File: src/rtl/hazard_pkg.sv
// Shared widths, Tuse/Tnew classes, forwarding select encodings and the shadow-entry type
// for the pipeline hazard controller.
package hazard_pkg;

  localparam int unsigned REG_W  = 5;
  localparam int unsigned TIME_W = 2;

  localparam logic [TIME_W-1:0] TUSE_BR   = 2'd0;
  localparam logic [TIME_W-1:0] TUSE_ALU  = 2'd1;
  localparam logic [TIME_W-1:0] TUSE_ST   = 2'd2;
  localparam logic [TIME_W-1:0] TUSE_NONE = 2'd3;

  localparam logic [TIME_W-1:0] TNEW_LINK = 2'd0;
  localparam logic [TIME_W-1:0] TNEW_ALU  = 2'd1;
  localparam logic [TIME_W-1:0] TNEW_LOAD = 2'd2;

  localparam logic [1:0] FWD_D_GRF = 2'd0;
  localparam logic [1:0] FWD_D_E   = 2'd1;
  localparam logic [1:0] FWD_D_M   = 2'd2;

  localparam logic [1:0] FWD_E_REG = 2'd0;
  localparam logic [1:0] FWD_E_M   = 2'd1;
  localparam logic [1:0] FWD_E_W   = 2'd2;

  localparam logic FWD_M_REG = 1'b0;
  localparam logic FWD_M_W   = 1'b1;

  typedef struct packed {
    logic              we;
    logic [REG_W-1:0]  a3;
    logic [TIME_W-1:0] tnew;
    logic [REG_W-1:0]  rs;
    logic [REG_W-1:0]  rt;
  } shadow_t;

  // A producer only matters if it writes a real register that the consumer names.
  function automatic logic hit(shadow_t s, logic [REG_W-1:0] r);
    return s.we && (s.a3 == r) && (r != '0);
  endfunction

  function automatic logic [TIME_W-1:0] tnew_dec(logic [TIME_W-1:0] t);
    return (t == '0) ? '0 : t - 1'b1;
  endfunction

endpackage

File: src/rtl/hazard_track_reg.sv
// One shadow pipeline entry: synchronous reset, bubble insert on clr, optional
// saturating Tnew decrement as the instruction advances.
module hazard_track_reg
  import hazard_pkg::*;
(
  input  logic    clk,
  input  logic    reset,
  input  logic    clr,
  input  logic    dec,
  input  shadow_t d,
  output shadow_t q
);

  shadow_t nxt;

  always_comb begin
    nxt = d;
    if (dec) begin
      nxt.tnew = tnew_dec(d.tnew);
    end
    if (clr) begin
      nxt = '0;
    end
  end

  always_ff @(posedge clk) begin
    if (reset) begin
      q <= '0;
    end else begin
      q <= nxt;
    end
  end

endmodule

File: src/rtl/hazard_ctrl.sv
// Stall and forwarding controller for the 5-stage pipeline.
// Define HAZ_FWD_EN to build forwarding with Tnew/Tuse stalls; otherwise interlock-only.
module hazard_ctrl
  import hazard_pkg::*;
(
  input  logic              clk,
  input  logic              reset,
  input  logic [REG_W-1:0]  D_rs,
  input  logic [REG_W-1:0]  D_rt,
  input  logic [TIME_W-1:0] D_Tuse_rs,
  input  logic [TIME_W-1:0] D_Tuse_rt,
  input  logic              D_we,
  input  logic [REG_W-1:0]  D_A3,
  input  logic [TIME_W-1:0] D_Tnew,
  output logic              stall,
  output logic              E_clr,
  output logic [1:0]        fwd_D_rs,
  output logic [1:0]        fwd_D_rt,
  output logic [1:0]        fwd_E_rs,
  output logic [1:0]        fwd_E_rt,
  output logic              fwd_M_rt
);

  shadow_t d_entry;
  shadow_t e_q;
  shadow_t m_q;
  shadow_t w_q;

  assign d_entry = '{we: D_we, a3: D_A3, tnew: D_Tnew, rs: D_rs, rt: D_rt};

  // Tnew in E is taken as-is; it starts counting down once the instruction leaves E.
  hazard_track_reg u_track_e (
    .clk  (clk),
    .reset(reset),
    .clr  (stall),
    .dec  (1'b0),
    .d    (d_entry),
    .q    (e_q)
  );

  hazard_track_reg u_track_m (
    .clk  (clk),
    .reset(reset),
    .clr  (1'b0),
    .dec  (1'b1),
    .d    (e_q),
    .q    (m_q)
  );

  hazard_track_reg u_track_w (
    .clk  (clk),
    .reset(reset),
    .clr  (1'b0),
    .dec  (1'b1),
    .d    (m_q),
    .q    (w_q)
  );

  assign E_clr = stall;

`ifdef HAZ_FWD_EN

  function automatic logic stall_on(shadow_t s, logic [REG_W-1:0] r, logic [TIME_W-1:0] tuse);
    return hit(s, r) && (tuse < s.tnew);
  endfunction

  function automatic logic [1:0] fwd_d_sel(shadow_t e, shadow_t m, logic [REG_W-1:0] r);
    if (hit(e, r) && (e.tnew == '0)) begin
      return FWD_D_E;
    end else if (hit(m, r) && (m.tnew == '0)) begin
      return FWD_D_M;
    end
    return FWD_D_GRF;
  endfunction

  function automatic logic [1:0] fwd_e_sel(shadow_t m, shadow_t w, logic [REG_W-1:0] r);
    if (hit(m, r) && (m.tnew == '0)) begin
      return FWD_E_M;
    end else if (hit(w, r)) begin
      return FWD_E_W;
    end
    return FWD_E_REG;
  endfunction

  always_comb begin
    stall    = stall_on(e_q, D_rs, D_Tuse_rs) | stall_on(e_q, D_rt, D_Tuse_rt) |
               stall_on(m_q, D_rs, D_Tuse_rs) | stall_on(m_q, D_rt, D_Tuse_rt);
    fwd_D_rs = fwd_d_sel(e_q, m_q, D_rs);
    fwd_D_rt = fwd_d_sel(e_q, m_q, D_rt);
    fwd_E_rs = fwd_e_sel(m_q, w_q, e_q.rs);
    fwd_E_rt = fwd_e_sel(m_q, w_q, e_q.rt);
    fwd_M_rt = hit(w_q, m_q.rt) ? FWD_M_W : FWD_M_REG;
  end

  logic unused_shadow;
  assign unused_shadow = ^{m_q.rs, w_q.tnew, w_q.rs, w_q.rt};

`else

  // Without forwarding any in-flight producer blocks a used operand until it reaches W.
  function automatic logic stall_on(shadow_t s, logic [REG_W-1:0] r, logic [TIME_W-1:0] tuse);
    return hit(s, r) && (tuse != TUSE_NONE);
  endfunction

  always_comb begin
    stall    = stall_on(e_q, D_rs, D_Tuse_rs) | stall_on(e_q, D_rt, D_Tuse_rt) |
               stall_on(m_q, D_rs, D_Tuse_rs) | stall_on(m_q, D_rt, D_Tuse_rt);
    fwd_D_rs = FWD_D_GRF;
    fwd_D_rt = FWD_D_GRF;
    fwd_E_rs = FWD_E_REG;
    fwd_E_rt = FWD_E_REG;
    fwd_M_rt = FWD_M_REG;
  end

  logic unused_shadow;
  assign unused_shadow = ^{e_q.tnew, e_q.rs, e_q.rt, m_q.tnew, m_q.rs, m_q.rt, w_q};

`endif

endmodule

File: config.mk
export PLATFORM = sky130hd
export DESIGN_NAME = hazard_ctrl
export DESIGN_NICKNAME = d
export VERILOG_FILES = /design/src/rtl/hazard_pkg.sv /design/src/rtl/hazard_track_reg.sv /design/src/rtl/hazard_ctrl.sv
export SDC_FILE = /design/constraint.sdc
export NUM_CORES = 1
export LEC_CHECK = 0
export ABC_AREA = 1
export BUFFER_PORTS_ARGS = -buffer_cell sky130_fd_sc_hd__buf_2
export CAP_MARGIN = 0
export CELL_PAD_IN_SITES_DETAIL_PLACEMENT = 2
export CELL_PAD_IN_SITES_GLOBAL_PLACEMENT = 2
export CORE_ASPECT_RATIO = 0.5
export CORE_MARGIN = 2
export CORE_UTILIZATION = 24
export CTS_BUF_LIST = sky130_fd_sc_hd__clkbuf_2 sky130_fd_sc_hd__clkbuf_4 sky130_fd_sc_hd__clkbuf_8
export DETAILED_ROUTE_END_ITERATION = 6
export GPL_TIMING_DRIVEN = 0
export HOLD_SLACK_MARGIN = 0.15
export PLACE_DENSITY_LB_ADDON = 0.25
export SETUP_SLACK_MARGIN = 0.2
export SYNTH_ARGS = -nofsm -noshare
export SYNTH_HDL_FRONTEND = slang
export SYNTH_SLANG_ARGS = --single-unit
File: constraint.sdc
create_clock -name clk -period 1.5 [get_ports clk]
set_input_delay 0.075 -clock clk [delete_from_list [all_inputs] [get_ports clk]]
set_output_delay 0.075 -clock clk [all_outputs]
set_load 0.02 [all_outputs]
======== After elaboration in Yosys (flattened, before gate mapping) ========
Index checks and enable logic that the tools add are counted.
cells by class
  equal/unequal tests ..................... 6
  bitwise gates (word level) .............. 3
  reductions and logical operators ........ 15
operator list
  kind                                           count
  == test 5 bit                                  4
  logical AND 1 bit                              12
  nonzero test 5 bit                             2
  inequality test 2 bit (second input constant)  2
  bitwise OR 1 bit                               3
  OR reduction 2 bit                             1
storage, ports and cells
  bits in registers ....................... 12
  input bits .............................. 24
  output and inout port bits .............. 11
  word-level logic and storage cells ...... 28

======== Depth between registers and ports, before layout ========
  depth after elaboration ................. 8
  mapped depth ............................ 9
  mapped depth without buffers ............ 9

======== Cells and area by module ========
Synthesis repeated with hierarchy kept, for this count alone.
unflattened totals
  cells, all modules ...................... 240
  area, all modules ....................... 1655.3 µm²
by module, submodules not included
  module            instances  cells each  area an instance (µm²)  seq. area each (µm²)
  hazard_track_reg  2          60          576.8                   360.3
  hazard_ctrl       1          120         501.7                   0.0

======== Worst setup path after synthesis ========
OpenSTA, ideal clock, no wires.
  path kind ............................... flip-flop to output port
  start point ............................. register u_track_e.q[14] (netlist bit)
  end point ............................... output stall
  arrival ................................. 1.127 ns
  required time ........................... 1.425 ns
  path slack .............................. 0.298 ns
  cell stages (with the launch flop) ...... 10
  path buffers ............................ 1
  cells stage by stage .................... dfxtp_1 -> inv_1 -> nand2_1 -> nand2_1 -> nor2_1 -> nand3_1 -> nand2_1 -> nand2_2 -> nand2_1 -> buf_4
on the way
  longest elaborated chain between the ends .. 7
  elaborated cells on any way between the ends .. 11
  those cells by class .................... 2 x eq/ne; 3 x bitwise; 6 x reduce/logical
ends and longest elaborated chain
  element                           RTL line                RTL
  start, declared                   hazard_track_reg.sv:11  output shadow_t q
  start signal, assigned            hazard_track_reg.sv:30  q <= nxt;
  == test 5 bit                     hazard_pkg.sv:38        return s.we && (s.a3 == r) && (r != '0);
  logical AND 1 bit (2 in series)   hazard_pkg.sv:38
  logical AND 1 bit                 hazard_ctrl.sv:102      return hit(s, r) && (tuse != TUSE_NONE);
  bitwise OR 1 bit * (2 in series)  hazard_ctrl.sv:106      stall = stall_on(e_q, D_rs, D_Tuse_rs) | stall_on(e_q, D_rt, D_Tuse_rt) |
  bitwise OR 1 bit *                hazard_ctrl.sv:107      stall_on(m_q, D_rs, D_Tuse_rs) | stall_on(m_q, D_rt, D_Tuse_rt);
  end, declared                     hazard_ctrl.sv:15       output logic stall,
Every way passes the cells marked *; elsewhere a longest branch is shown, timed or not.

======== Worst setup path in the final report ========
Ends and elaborated chain as after synthesis.

==> implementation parameters <==
Parameter                              Value

CTS
  Clock sink count ... 12
  Total clock buffers created by CTS ... 3
  Number of buffers on the longest clock path ... 2
  CTS H-tree lvls ... 1
  TritonCTS clock tree ... yes
  Clock tree root driver cell ... clkbuf_8
  Clock insertion delay at the later pin of the skew report ... 240 ps
  Clock-pin slew reported for the worst setup and hold paths after clock tree synthesis ... 60 ps

Global routing
  Routing usage on met1 ... 0.215
  Antenna violations before repair ... 0
  GR Util met2 ... 0.273
  Pin count of the biggest net entering global routing ... 8
  Total routing resource utilization after global routing ... 0.158
  Global routing's busiest layer ... met2
  Via count of the first global-routing pass ... 962
  Met3 global-route usage ... 0.0362
  Overflow left after global routing ... 0
  Wire length of the first global-routing pass ... 4640 um

STA
  Post-layout minimum cycle time ... 1490 ps
  Achievable clock frequency ... 671 MHz
  Setup repair after global routing missed its margin ... yes
  Post-Route Setup TNS ... 0 ps
  Hold slack ... 458 ps
  Number of max-slew violations in the final report ... 0
  Final Hold Violating Endpoints ... 0
  Finish-stage setup viols ... 0
  Crit share post-route ... 0.993
  Slack of the critical path ... 10.2 ps
  Maximum clock skew at final layout ... 4.53 ps

Synthesis
  Post-synthesis area per instance ... 5.52 um^2
  Cell count after synthesis ... 151
  Number of warning messages in the yosys log ... 0
  Sequential fraction of the synthesis area ... 0.288
  Post-synthesis register bit count ... 12
  Post-Synthesis Cell Area ... 833 um^2
  Post-synthesis cell type count ... 13

Critical path
  Source of the critical timing path ... u_track_e.q[14]$_SDFF_PP0_
  Crit path to ... stall
  Element type at the critical path start ... flip-flop
  Worst Reg2Reg Path Length in Cells ... 10
  Maximum fanout along the worst path ... 3
  Kind of end point of the critical path ... output pin
  CP Data Arrival Time ... 1410 ps
  Reg-to-reg critical path endpoint ... u_track_e.q[15]$_SDFF_PP0_
  Crit path kind ... flip-flop to output pin
  Critical path data required time ... 1420 ps
  R2R setup slack ... 200 ps
  Launching point of the worst reg2reg path ... u_track_e.q[14]$_SDFF_PP0_

Pwr
  Total net switching power ... 0.279 mW
  Reg power frac ... 0.374
  Leakage power summed over all cells ... 0.717 nW
  Int Power ... 0.663 mW
  Comb pwr share ... 0.237
  Net Sw Frac ... 0.296
  Pwr Density ... 756 nW/um^2
  Power share of the clock group ... 0.389
  Worst vdd rail ir drop ... 0.270 mV

Place
  Post-DP HPWL ... 2280 um
  Total placed cells including tap cells ... 224
  Post-placement setup slack ... 85.3 ps
  Routability-driven placement congestion ratio ... 0.800
  Instance area at placement ... 1030 um^2
  Number of I/O port buffers ... 23

Route
  Total number of vias ... 983
  Starting DRC count in detailed routing ... 11
  Post-route ant nets ... 0
  Per-cell via count in the routed design ... 4.13
  Final routed DRC violation total ... 0
  Post-DR wirelength/cell ... 12.1 um
  Aggregate routed wire length ... 2880 um
  Iteration count of the initial detailed-routing pass ... 4

Die
  Number of top-level pins ... 35
  Die Height ... 45.7 um
  Full die area ... 3990 um^2
  Area of the core region ... 3380 um^2
  Initial standard-cell utilization of the core ... 0.247
  Core Rows ... 15
  Die X-Extent ... 87.3 um

Layout
  Summed area of non-filler cells in the final layout ... 1250 um^2
  Antenna diode count ... 0
  Commonest non-fill, non-tap cell in the layout ... nand2_1
  Nets@finish ... 221
  Area Overhead vs Synth ... 49.6%
  Share of cells above drive strength 1 ... 0.357
  Number of inserted filler cells in the final layout ... 444
  Top library cells by usage in the layout, fill and taps aside ... 52 x nand2_1, 26 x inv_1, 22 x buf_2, 19 x nor2_1, 11 x buf_4
  Fin cells ... 238

Flow run
  Max-Cap Viols ... 0

Run status
  Status ... finished, final reports clean

Hold path
  Worst hold path type ... input pin to flip-flop
flip-flops by register name (all words and copies together), names as in the netlist:
name	cells
u_track_e.q	6
u_track_m.q	6
logic make-up (layout without fill, tap and decap cells):
logic type	count (synthesis)	after routing	share of synthesized area
buffers and inverters	40	77	0.225
DFF	12	12	0.288
other	1	9	0.00450
and+or+nand+nor	94	94	0.458
AOI/OAI and AO/OA	4	4	0.0240
worst min path at each step:
stage	endpoint	from	cells past startpoint	slack [ps]
4_1_cts	u_track_e.q[13]$_SDFF_PP0_	D_Tuse_rs[1]	8	440
3_3_place_gp	u_track_e.q[15]$_SDFF_PP0_	D_A3[3]	3	290
2_1_floorplan	u_track_m.q[17]$_SDFF_PP0_	reset	1	150
3_5_place_dp	u_track_e.q[17]$_SDFF_PP0_	D_we	3	300
5_1_grt	u_track_e.q[16]$_SDFF_PP0_	D_rt[4]	7	500
6_report	u_track_e.q[14]$_SDFF_PP0_	D_rt[4]	7	460
worst max-delay path, cell delays in order (launching register included):
cell and delay, ps:
dfxtp_4 360, inv_1 60, nand2_1 60, nand2_1 60, nor2_2 120, nand3_1 80, nand2_1 80, nand2_2 60
nand2_2 90, buf_6 100, buf_6 100
layout make-up:
| cell class | instances | area [um^2] | area share |
|---|---|---|---|
| multi-input cells | 107 | 470 | 0.378 |
| flip-flops and latches | 12 | 259 | 0.208 |
| repair buffers | 33 | 218 | 0.175 |
| inverters | 30 | 113 | 0.0904 |
| plain buffers | 10 | 78.8 | 0.0633 |
| clock buffers | 4 | 55.1 | 0.0442 |
| well taps | 42 | 52.6 | 0.0422 |
per-layer routing:
layer / up-vias / part of all wire
li1: 507 / -
met1: 453 / 0.50
met2: 23 / 0.45
met3: 0 / 0.041
met4: 0 / 0
met5: - / 0
cell usage after synthesis:
cell type,instances,area (um^2)
nand4_1,2,12.5
conb_1,1,3.75
nand3_1,4,20.0
dfxtp_1,12,240
nand2_1,57,214
inv_2,2,7.51
nand2_2,2,12.5
inv_1,28,105
nor2_1,28,105
o21ai_0,2,10.0
buf_4,10,75.1
o21ai_1,2,10.0
nand3_4,1,17.5
power groups by stage:
stage / sequential (mW) / combinational [mW] / clock [mW]
finish: 0.352 / 0.223 / 0.367
global route: 0.354 / 0.251 / 0.402
CTS: 0.353 / 0.217 / 0.377
detailed placement: 0.358 / 0.189 / 0
global placement: 0.358 / 0.183 / 0
floorplan: 0.351 / 0.125 / 0
metrics by stage:
step | power [mW] | util
finish | 0.942 | 0.369
global route | 1.01 | 0.369
CTS | 0.947 | 0.361
detailed placement | 0.547 | 0.305
global placement | 0.541 | 0.305
floorplan | 0.476 | -
what timing repair did:
action | CTS | global route
setup buffers | 3 | 0
hold buffers | 7 | 0
resized for setup | 22 | 11
hold endpoints to repair | 12 | 0
pin swaps | 9 | 12
setup endpoints to repair | 2 | 8
(Power assumes the default switching activity.)
